--- config.mk ---
export PLATFORM = sky130hd
export DESIGN_NAME = tmds_encoder_rgb
export DESIGN_NICKNAME = d
export VERILOG_FILES = /design/src/rtl/vga_dvid_pkg.sv /design/src/rtl/tmds_channel.sv /design/src/rtl/tmds_encoder_rgb.sv
export SDC_FILE = /design/constraint.sdc
export NUM_CORES = 1
export LEC_CHECK = 0
export BUFFER_PORTS_ARGS = -buffer_cell sky130_fd_sc_hd__buf_4
export CAP_MARGIN = 20
export CORE_MARGIN = 3
export CORE_UTILIZATION = 55
export DETAILED_ROUTE_END_ITERATION = 16
export PLACE_DENSITY = 0.74
export SKIP_LAST_GASP = 1
export SLEW_MARGIN = 40
export SYNTH_ARGS = -nofsm -noshare
export SYNTH_HDL_FRONTEND = slang
export SYNTH_SLANG_ARGS = --single-unit
--- constraint.sdc ---
create_clock -name clk_pixel -period 6.46 [get_ports clk_pixel]
set_input_delay 0 -clock clk_pixel [delete_from_list [all_inputs] [get_ports clk_pixel]]
set_output_delay 0 -clock clk_pixel [all_outputs]
set_load 0.005 [all_outputs]
--- src/rtl/vga_dvid_pkg.sv ---
// Shared constants and helpers for the TMDS encoder: control tokens,
// running-disparity width and an 8-bit popcount.
package vga_dvid_pkg;

  localparam int CNT_W = 5;
  localparam int EXT_W = CNT_W + 2;

  localparam logic [9:0] TOK_00 = 10'b1101010100;
  localparam logic [9:0] TOK_01 = 10'b0010101011;
  localparam logic [9:0] TOK_10 = 10'b0101010100;
  localparam logic [9:0] TOK_11 = 10'b1010101011;

  function automatic logic [3:0] popcount8(input logic [7:0] d);
    logic [3:0] n;
    n = '0;
    for (int i = 0; i < 8; i++) begin
      n = n + {3'b000, d[i]};
    end
    return n;
  endfunction

endpackage

--- src/rtl/tmds_channel.sv ---
// One TMDS channel: transition minimisation (stage 1) followed by DC balance
// with a signed running disparity and the control-token mux (stage 2).
module tmds_channel
  import vga_dvid_pkg::*;
(
  input  logic       clk_pixel,
  input  logic       reset,
  input  logic       ce,
  input  logic [7:0] data,
  input  logic [1:0] c,
  input  logic       blank,
  output logic [9:0] out
);

  localparam logic signed [EXT_W-1:0] ZERO_E    = '0;
  localparam logic signed [EXT_W-1:0] TWO_E     = 7'sd2;
  localparam logic signed [EXT_W-1:0] CNT_LIM   = 7'sd10;
  localparam logic signed [EXT_W-1:0] CNT_LIM_N = -7'sd10;

  function automatic logic [9:0] ctrl_token(input logic [1:0] cc);
    case (cc)
      2'b00:   return TOK_00;
      2'b01:   return TOK_01;
      2'b10:   return TOK_10;
      default: return TOK_11;
    endcase
  endfunction

  logic [3:0] w_n1_d;
  logic       w_use_xnor;
  logic [8:0] w_qm;

  always_comb begin
    w_n1_d     = popcount8(data);
    w_use_xnor = (w_n1_d > 4'd4) || ((w_n1_d == 4'd4) && !data[0]);
    w_qm       = '0;
    w_qm[0]    = data[0];
    for (int i = 1; i < 8; i++) begin
      w_qm[i] = w_use_xnor ? ~(w_qm[i-1] ^ data[i]) : (w_qm[i-1] ^ data[i]);
    end
    w_qm[8] = ~w_use_xnor;
  end

  // Stage 1 boundary: q_m plus the controls that travel with it
  logic [8:0] r_qm_p0;
  logic       r_blank_p0;
  logic [1:0] r_c_p0;
  logic       r_vld_p0;

  always_ff @(posedge clk_pixel or posedge reset) begin
    if (reset) begin
      r_qm_p0    <= '0;
      r_blank_p0 <= 1'b0;
      r_c_p0     <= '0;
      r_vld_p0   <= 1'b0;
    end else if (ce) begin
      r_qm_p0    <= w_qm;
      r_blank_p0 <= blank;
      r_c_p0     <= c;
      r_vld_p0   <= 1'b1;
    end
  end

  logic signed [CNT_W-1:0] r_cnt_p1;
  logic [9:0]              r_out_p1;
  logic [3:0]              w_n1_q;
  logic                    w_q8;
  logic [7:0]              w_qm8;
  logic signed [EXT_W-1:0] w_disp;
  logic signed [EXT_W-1:0] w_cnt_ext;
  logic signed [EXT_W-1:0] w_cnt_next;
  logic [9:0]              w_sym;

  always_comb begin
    w_n1_q     = popcount8(r_qm_p0[7:0]);
    w_q8       = r_qm_p0[8];
    w_qm8      = r_qm_p0[7:0];
    w_disp     = $signed(EXT_W'({w_n1_q, 1'b0})) - $signed(EXT_W'(8));
    w_cnt_ext  = EXT_W'(r_cnt_p1);
    w_cnt_next = w_cnt_ext;
    w_sym      = r_out_p1;
    if ((w_cnt_ext == ZERO_E) || (w_disp == ZERO_E)) begin
      w_sym      = {~w_q8, w_q8, (w_q8 ? w_qm8 : ~w_qm8)};
      w_cnt_next = w_q8 ? (w_cnt_ext + w_disp) : (w_cnt_ext - w_disp);
    end else if (((w_cnt_ext > ZERO_E) && (w_disp > ZERO_E)) ||
                 ((w_cnt_ext < ZERO_E) && (w_disp < ZERO_E))) begin
      w_sym      = {1'b1, w_q8, ~w_qm8};
      w_cnt_next = w_cnt_ext + (w_q8 ? TWO_E : ZERO_E) - w_disp;
    end else begin
      w_sym      = {1'b0, w_q8, w_qm8};
      w_cnt_next = w_cnt_ext + w_disp - (w_q8 ? ZERO_E : TWO_E);
    end
  end

  // Stage 2 boundary: balanced symbol and running disparity; a blank forces cnt to 0
  always_ff @(posedge clk_pixel or posedge reset) begin
    if (reset) begin
      r_out_p1 <= '0;
      r_cnt_p1 <= '0;
    end else if (ce && r_vld_p0) begin
      if (r_blank_p0) begin
        r_out_p1 <= ctrl_token(r_c_p0);
        r_cnt_p1 <= '0;
      end else begin
        assert ((w_cnt_next <= CNT_LIM) && (w_cnt_next >= CNT_LIM_N));
        r_out_p1 <= w_sym;
        r_cnt_p1 <= w_cnt_next[CNT_W-1:0];
      end
    end
  end

  assign out = r_out_p1;

endmodule

--- src/rtl/tmds_encoder_rgb.sv ---
// Three-channel TMDS encoder: expands colour depth by MSB replication, maps
// sync polarities onto the blue channel's control bits and encodes each channel.
module tmds_encoder_rgb
  import vga_dvid_pkg::*;
#(
  parameter int   C_depth     = 8,
  parameter logic C_hsync_pol = 1'b1,
  parameter logic C_vsync_pol = 1'b1
) (
  input  logic               clk_pixel,
  input  logic               reset,
  input  logic               ce,
  input  logic [C_depth-1:0] in_red,
  input  logic [C_depth-1:0] in_green,
  input  logic [C_depth-1:0] in_blue,
  input  logic               in_hsync,
  input  logic               in_vsync,
  input  logic               in_blank,
  output logic [9:0]         out_red,
  output logic [9:0]         out_green,
  output logic [9:0]         out_blue
);

  logic [7:0] w_red8;
  logic [7:0] w_green8;
  logic [7:0] w_blue8;
  logic       w_hs_act;
  logic       w_vs_act;

  // Bit 7-i of the expanded value repeats the input pattern MSB first
  for (genvar i = 0; i < 8; i++) begin : g_expand
    assign w_red8[7-i]   = in_red[C_depth-1-(i % C_depth)];
    assign w_green8[7-i] = in_green[C_depth-1-(i % C_depth)];
    assign w_blue8[7-i]  = in_blue[C_depth-1-(i % C_depth)];
  end

  assign w_hs_act = (in_hsync == C_hsync_pol);
  assign w_vs_act = (in_vsync == C_vsync_pol);

  tmds_channel u_red (
    .clk_pixel (clk_pixel),
    .reset     (reset),
    .ce        (ce),
    .data      (w_red8),
    .c         (2'b00),
    .blank     (in_blank),
    .out       (out_red)
  );

  tmds_channel u_green (
    .clk_pixel (clk_pixel),
    .reset     (reset),
    .ce        (ce),
    .data      (w_green8),
    .c         (2'b00),
    .blank     (in_blank),
    .out       (out_green)
  );

  tmds_channel u_blue (
    .clk_pixel (clk_pixel),
    .reset     (reset),
    .ce        (ce),
    .data      (w_blue8),
    .c         ({w_vs_act, w_hs_act}),
    .blank     (in_blank),
    .out       (out_blue)
  );

endmodule

---- Word level (Yosys, flattened, before mapping) ----
Index checks and enable logic that the tools add are counted.
storage, ports and cells
  register bits ........................... 76
  output and inout bits ................... 30
  input port bits ......................... 30
cells by class
  reduce and logical (&&, ||, !) cells .... 29
  equal/unequal tests ..................... 5
  $lt $le $gt $ge ......................... 15
  add/sub/neg operators ................... 60
  bitwise logic cells ..................... 51
  mux-type cells .......................... 52
operators by type and width
  cell                                                           number
  adder 4 x 1 -> 4 bit                                           36
  two-way mux 10 bit                                             9
  two-way mux 5 bit                                              12
  subtractor 5 bit                                               9
  logical NOT 7 bit                                              6
  one-hot mux 10 bit (3 select lines)                            1
  NOT 1 bit                                                      27
  two-way mux 8 bit                                              3
  NOT 8 bit                                                      3
  two-way mux 1 bit                                              21
  XOR 1 bit                                                      21
  greater-than comparator 6 x 1 -> 1 bit, second input constant  3
  less-than comparator 6 x 1 -> 1 bit, second input constant     3
  subtractor 5 x 4 -> 6 bit, second input constant               3
  adder 5 x 3 -> 5 bit                                           3
  adder 5 bit                                                    3
  greater-than comparator 5 x 1 -> 1 bit, second input constant  3
  less-than comparator 5 x 1 -> 1 bit, second input constant     3
  adder 1 x 1 -> 2 bit                                           6
  == test 4 x 3 -> 1 bit, second input constant                  3
  greater-than comparator 4 x 3 -> 1 bit, second input constant  3
  two-way mux 2 bit                                              6
  logical AND 1 bit                                              10
  logical OR 1 bit                                               9
  4 further kinds                                                6

---- Logic depth before layout (Yosys ltp) ----
  word-level depth ........................ 29
  depth in mapped cells ................... 17
  mapped depth without buffers ............ 17

---- Cells and area by module ----
Synthesis repeated with hierarchy kept, for this count alone.
unflattened totals
  cells, all modules ...................... 698
  area, all modules ....................... 7018.0 um^2
modules (own cells, without submodules)
  module                     area an instance (um^2)  cells each  instances  seq. area each (um^2)
  tmds_channel (u_blue ...)  2344.7                   229         2          675.6
  tmds_channel (u_green)     2324.7                   239         1          675.6
  tmds_encoder_rgb           3.8                      1           1          0.0

---- Least setup slack after synthesis ----
No wires, ideal clock.
  path kind ............................... register to register
  start point ............................. register u_green.r_qm_p0[0]
  end point ............................... register u_green.r_cnt_p1[4]
  path slack .............................. 1.820 ns
  arrival ................................. 4.519 ns
  required time ........................... 6.338 ns
  stages on the path, launching flop included .. 14
  cell sequence ........................... dfrtp_1 -> ha_1 -> inv_1 -> fa_1 -> fa_1 -> fa_1 -> fa_1 -> fa_1 -> nand2_1 -> or4_1 -> a31o_2 -> a221oi_2 -> mux2i_1 -> nand2_1
between the ends
  longest elaborated chain between the ends .. 14
  elaborated cells between the ends (all ways) .. 23
  classes of those cells .................. 12 x add/sub; 2 x order compare; 4 x mux; 5 x reduce/logical
ends and longest elaborated chain
  item                                                                 line                 text
  start, declared                                                      tmds_channel.sv:45   logic [8:0] r_qm_p0;
  start signal, assigned                                               tmds_channel.sv:57   r_qm_p0 <= w_qm;
  adder 1 x 1 -> 2 bit *                                               vga_dvid_pkg.sv:17   n = n + {3'b000, d[i]};
  adder 4 x 1 -> 4 bit * (6 in series)                                 vga_dvid_pkg.sv:17
  subtractor 5 x 4 -> 6 bit *                                          tmds_channel.sv:78   w_disp = $signed(EXT_W'({w_n1_q, 1'b0})) - $signed(EXT_W'(8));
  parallel branches: the longest is 4 deep, another holds adder 5 bit  -
  two-way mux 5 bit *                                                  tmds_channel.sv:82   if ((w_cnt_ext == ZERO_E) || (w_disp == ZERO_E)) begin
  two-way mux 5 bit *                                                  tmds_channel.sv:101  if (r_blank_p0) begin
  end signal, assigned                                                 tmds_channel.sv:107  r_cnt_p1 <= w_cnt_next[CNT_W-1:0];
  end, declared                                                        tmds_channel.sv:64   logic signed [CNT_W-1:0] r_cnt_p1;
Every way passes the cells marked *.
A chain may end at the register's enable or synchronous reset.

---- Final worst setup path ----
  start point ............................. register u_blue.r_qm_p0[0]
  end point ............................... register u_blue.r_cnt_p1[4]
between the ends
  longest elaborated chain between the ends .. 14
  elaborated cells between the ends (all ways) .. 23
  classes of those cells .................. 12 x add/sub; 2 x order compare; 4 x mux; 5 x reduce/logical
ends and longest elaborated chain
  item                                                                 line
  start, declared                                                      tmds_channel.sv:45
  start signal, assigned                                               tmds_channel.sv:57
  adder 1 x 1 -> 2 bit *                                               vga_dvid_pkg.sv:17
  adder 4 x 1 -> 4 bit * (6 in series)                                 vga_dvid_pkg.sv:17
  subtractor 5 x 4 -> 6 bit *                                          tmds_channel.sv:78
  parallel branches: the longest is 4 deep, another holds adder 5 bit  -
  two-way mux 5 bit *                                                  tmds_channel.sv:82
  two-way mux 5 bit *                                                  tmds_channel.sv:101
  end signal, assigned                                                 tmds_channel.sv:107
  end, declared                                                        tmds_channel.sv:64
Marked as above.

==> summary.md <==
| Metric | Value |
|---|---|
| Share of cells above drive strength 1 | 0.1299 |
| Core area | 11080 um2 |
| Crit path max fanout | 5 |
| I/O pins | 60 |
| Crit path arrival time | 5.14 ns |
| Final Hold Fails | 0 |
| Area share of the largest cell type after synthesis | 0.2866 |
| DRC | 0 |
| Initial antenna violation count | 0 |
| Netlist cell types | 58 |
| Die ar. | 12920 um2 |
| Die X | 113.7 um |
| Pin count of the biggest net entering global routing | 74 |
| Commonest cells post-synth | inv_1, dfrtp_1, xnor2_1 |
| Routed vias | 5022 |
| All-Layer GR Usage | 0.2425 |
| Initial core utilization | 0.5754 |
| Fin cells | roughly 890 |
| Post-synthesis sequential area ratio | 0.2866 |
| Gpl congestion | 0.9469 |
| Synth Flop Type | dfrtp_1 |
| Synth Register Bits | 73 |
| # setup viols final | 0 |
| Most common cell on crit path | fa_1 |
| Synthesized area | 6375 um2 |
| Synthesis Warnings | 0 |
| Normalized max-slew margin | 0.5469 |
| Vias in the first global route | roughly 5200 |
| Drt first pass iters | 6 |
| Kind of critical path | reg2reg |
| Unrepaired setup endpoints after global routing | no |
| Slowest cell delay on critical path | 0.62 ns |
| Post-CTS sizing | 0 |
| Status | completed |
| Total grt overflow | 0 |
| Post-Route Utilization | 0.6578 |
| Highest clock rate | 203.8 MHz |
| Design area | around 7300 um2 |
| Fill cell count | 900 |
| Footprint of the multi-input gates | 4110 um2 |
| Post-Synthesis Cells | 687 |
| Crit-path leading delay family | adder cells |
| Final ANT Viol Nets | 0 |
| Clk Latency, worst-skew pair | 0.33 ns |
| Placed inst area | slightly below 7000 um2 |
| Max Root-Sink Buffers | 2 |
| Largest cells by area after synthesis | dfrtp_1, fa_1, ha_1, xnor2_1, inv_1 |
| Setup TNS | 0 ns |
| Hold WC Path Type | in2reg |
| CTS clk-pin slew, worst paths | 0.06 ns |
| First-pass GRT wire length | 25450 um |
| Synthesized area per cell | 9.279 um2 |
| NumNets Final | just under 900 |
| TritonCTS clock tree | yes |
| Final WL | 14900 um |
| Post-synth EDFFs | 0 |
| CP cell instances | ha_1, inv_1, fa_1, fa_1, fa_1, fa_1, inv_1, ha_1, inv_1, ha_1, a21oi_1, nor2_1, or3_1, o2111ai_1, o211ai_1, a221oi_1 |
| Most common cell in the netlist | inv_1 |
| Root Driver | clkbuf_16 |
| Hold buffers post-CTS | 7 |
| Layout area overhead | 14.31% |
| Net count after synthesis | 817 |
| ANT cells | 0 |
| WL per Instance | between 15 and 20 um |
| Max-Cap Viols | 0 |
| WP buf/inv | 3 |
| Die height | between 100 and 150 um |
| Worst EP required | 6.69 ns |
| HPWL Detailed | 11120 um |
| CP Capture Type | flop |
| Iteration-0 DRC Markers | between 200 and 300 |
| Crit share post-route | 0.7595 |
| IO buf count | 59 |
| Number of H-tree levels | 3 |
| Post-synthesis async set-or-reset flop share | 1.000 |
| DR vias/cell | about 5.7 |
| CP max stage cell | fa_1 |
| FF+latch area | approximately 1800 um2 |
| Fin Clk Skew | 0.007698 ns |
| Cell row count | 38 |
| Clock Sinks | 73 |
| Dpl cells | 865 |
| Startpoint type of the worst setup path | flop |
| Worst slew pin tran | 0.6796 ns |
| Cts bufs inserted | 9 |
| Post-CTS setup buffers | 0 |
| Crit path time final | slightly below 5 ns |
| Area leader, netlist | dfrtp_1 |
| Max Slew Vio Count | 0 |
[final timing paths]
check | start | end | slack, ns | depth (start not counted)
worst max-delay path | u_blue.r_qm_p0[0]$_DFFE_PP0P_ | u_blue.r_cnt_p1[4]$_DFFE_PP0P_ | 1.55 | 16
worst min-delay path | in_red[6] | u_red.r_qm_p0[6]$_DFFE_PP0P_ | 0.03 | 4
worst max register to register | u_blue.r_qm_p0[0]$_DFFE_PP0P_ | u_blue.r_cnt_p1[4]$_DFFE_PP0P_ | 1.55 | 16
worst min register to register | u_red.out[8]$_DFFE_PP0P_ | u_red.out[8]$_DFFE_PP0P_ | 0.47 | 2
max in group asynchronous | reset | u_red.r_cnt_p1[4]$_DFFE_PP0P_ | 5.59 | 4
min in group asynchronous | reset | u_green.r_blank_p0$_DFFE_PP0P_ | 0.39 | 4
[stage by stage]
stage | hold slack (ns) | setup slack, ns
global route | 0.06138 | 1.257
floorplan | 0.1210 | 1.820
global placement | 0.2197 | 1.684
finish | 0.02785 | 1.554
detailed placement | 0.2157 | 1.565
CTS | 0.02610 | 1.544
[layout by cell type, fill, tap and decap left out, drive strengths merged, types with 3 or more instances in the layout]
cell type and count:
inv 91, dfrtp 73, xnor2 68, nand2 63
buf 63, ha 61, a21oi 46, o21ai 42
fa 39, nor2 29, o211ai 14, nor3 13
xor2 11, o22ai 10, clkbuf 10, nand2b 8
mux2 8, mux2i 8, nand3 7, nor2b 7
dlygate4sd3 7, a211oi 6, nor3b 5, o31ai 4
a22o 4, a221oi 4, clkinv 4, a21o 3
o21bai 3, or3 3
[cell families (layout without fill, tap and decap cells)]
group | Yosys count | in the layout | share of synthesized area
compound gates | 157 | 157 | 0.1598
xor+xnor | 79 | 79 | 0.1085
fa+ha+maj | 100 | 100 | 0.2422
buf+inv | 116 | 176 | 0.06928
flops | 73 | 73 | 0.2866
mux | 16 | 16 | 0.02669
simple gates | 146 | 146 | 0.1070
[registers in the layout, summed over array words and instances, names as in the netlist]
name	count
u_green.r_qm_p0	9
u_red.r_qm_p0	9
u_green.r_blank_p0	1
u_red.out	10
u_blue.r_qm_p0	9
u_blue.r_c_p0	2
u_red.r_cnt_p1	4
u_green.out	10
u_blue.out	10
u_blue.r_cnt_p1	4
u_green.r_cnt_p1	4
u_green.r_vld_p0	1
[routing by layer]
layer	up-vias	wire length, um	global-route usage
met5	-	0	0
met4	0	302	0.08494
met3	26	773	0.03024
met2	153	7175	0.3942
met1	2436	6647	0.3363
li1	2407	-	-
[worst reg2reg max path, stage by stage (launching register included)]
cell       delay (ns)
dfrtp_1          0.41
ha_1             0.29
inv_1            0.05
fa_1             0.51
fa_1             0.53
fa_1             0.48
fa_1             0.62
inv_1            0.12
ha_1             0.35
inv_1            0.10
ha_1             0.30
a21oi_1          0.15
nor2_1           0.06
or3_1            0.34
o2111ai_1        0.10
o211ai_1         0.12
a221oi_1         0.29
[layout make-up]
| type | instances | share of cell area |
|---|---|---|
| clock inverter | 5 | 0.007898 |
| timing repair buffer | 70 | 0.07503 |
| inverter | 91 | 0.04688 |
| multi-input combinational | 498 | 0.5640 |
| sequential | 73 | 0.2507 |
| clock buffer | 10 | 0.03142 |
| tap | 140 | 0.02404 |
Power is left out: the tool's default activity adds up to more than one toggle a clock period on the data nets, which glitch-free logic cannot reach.
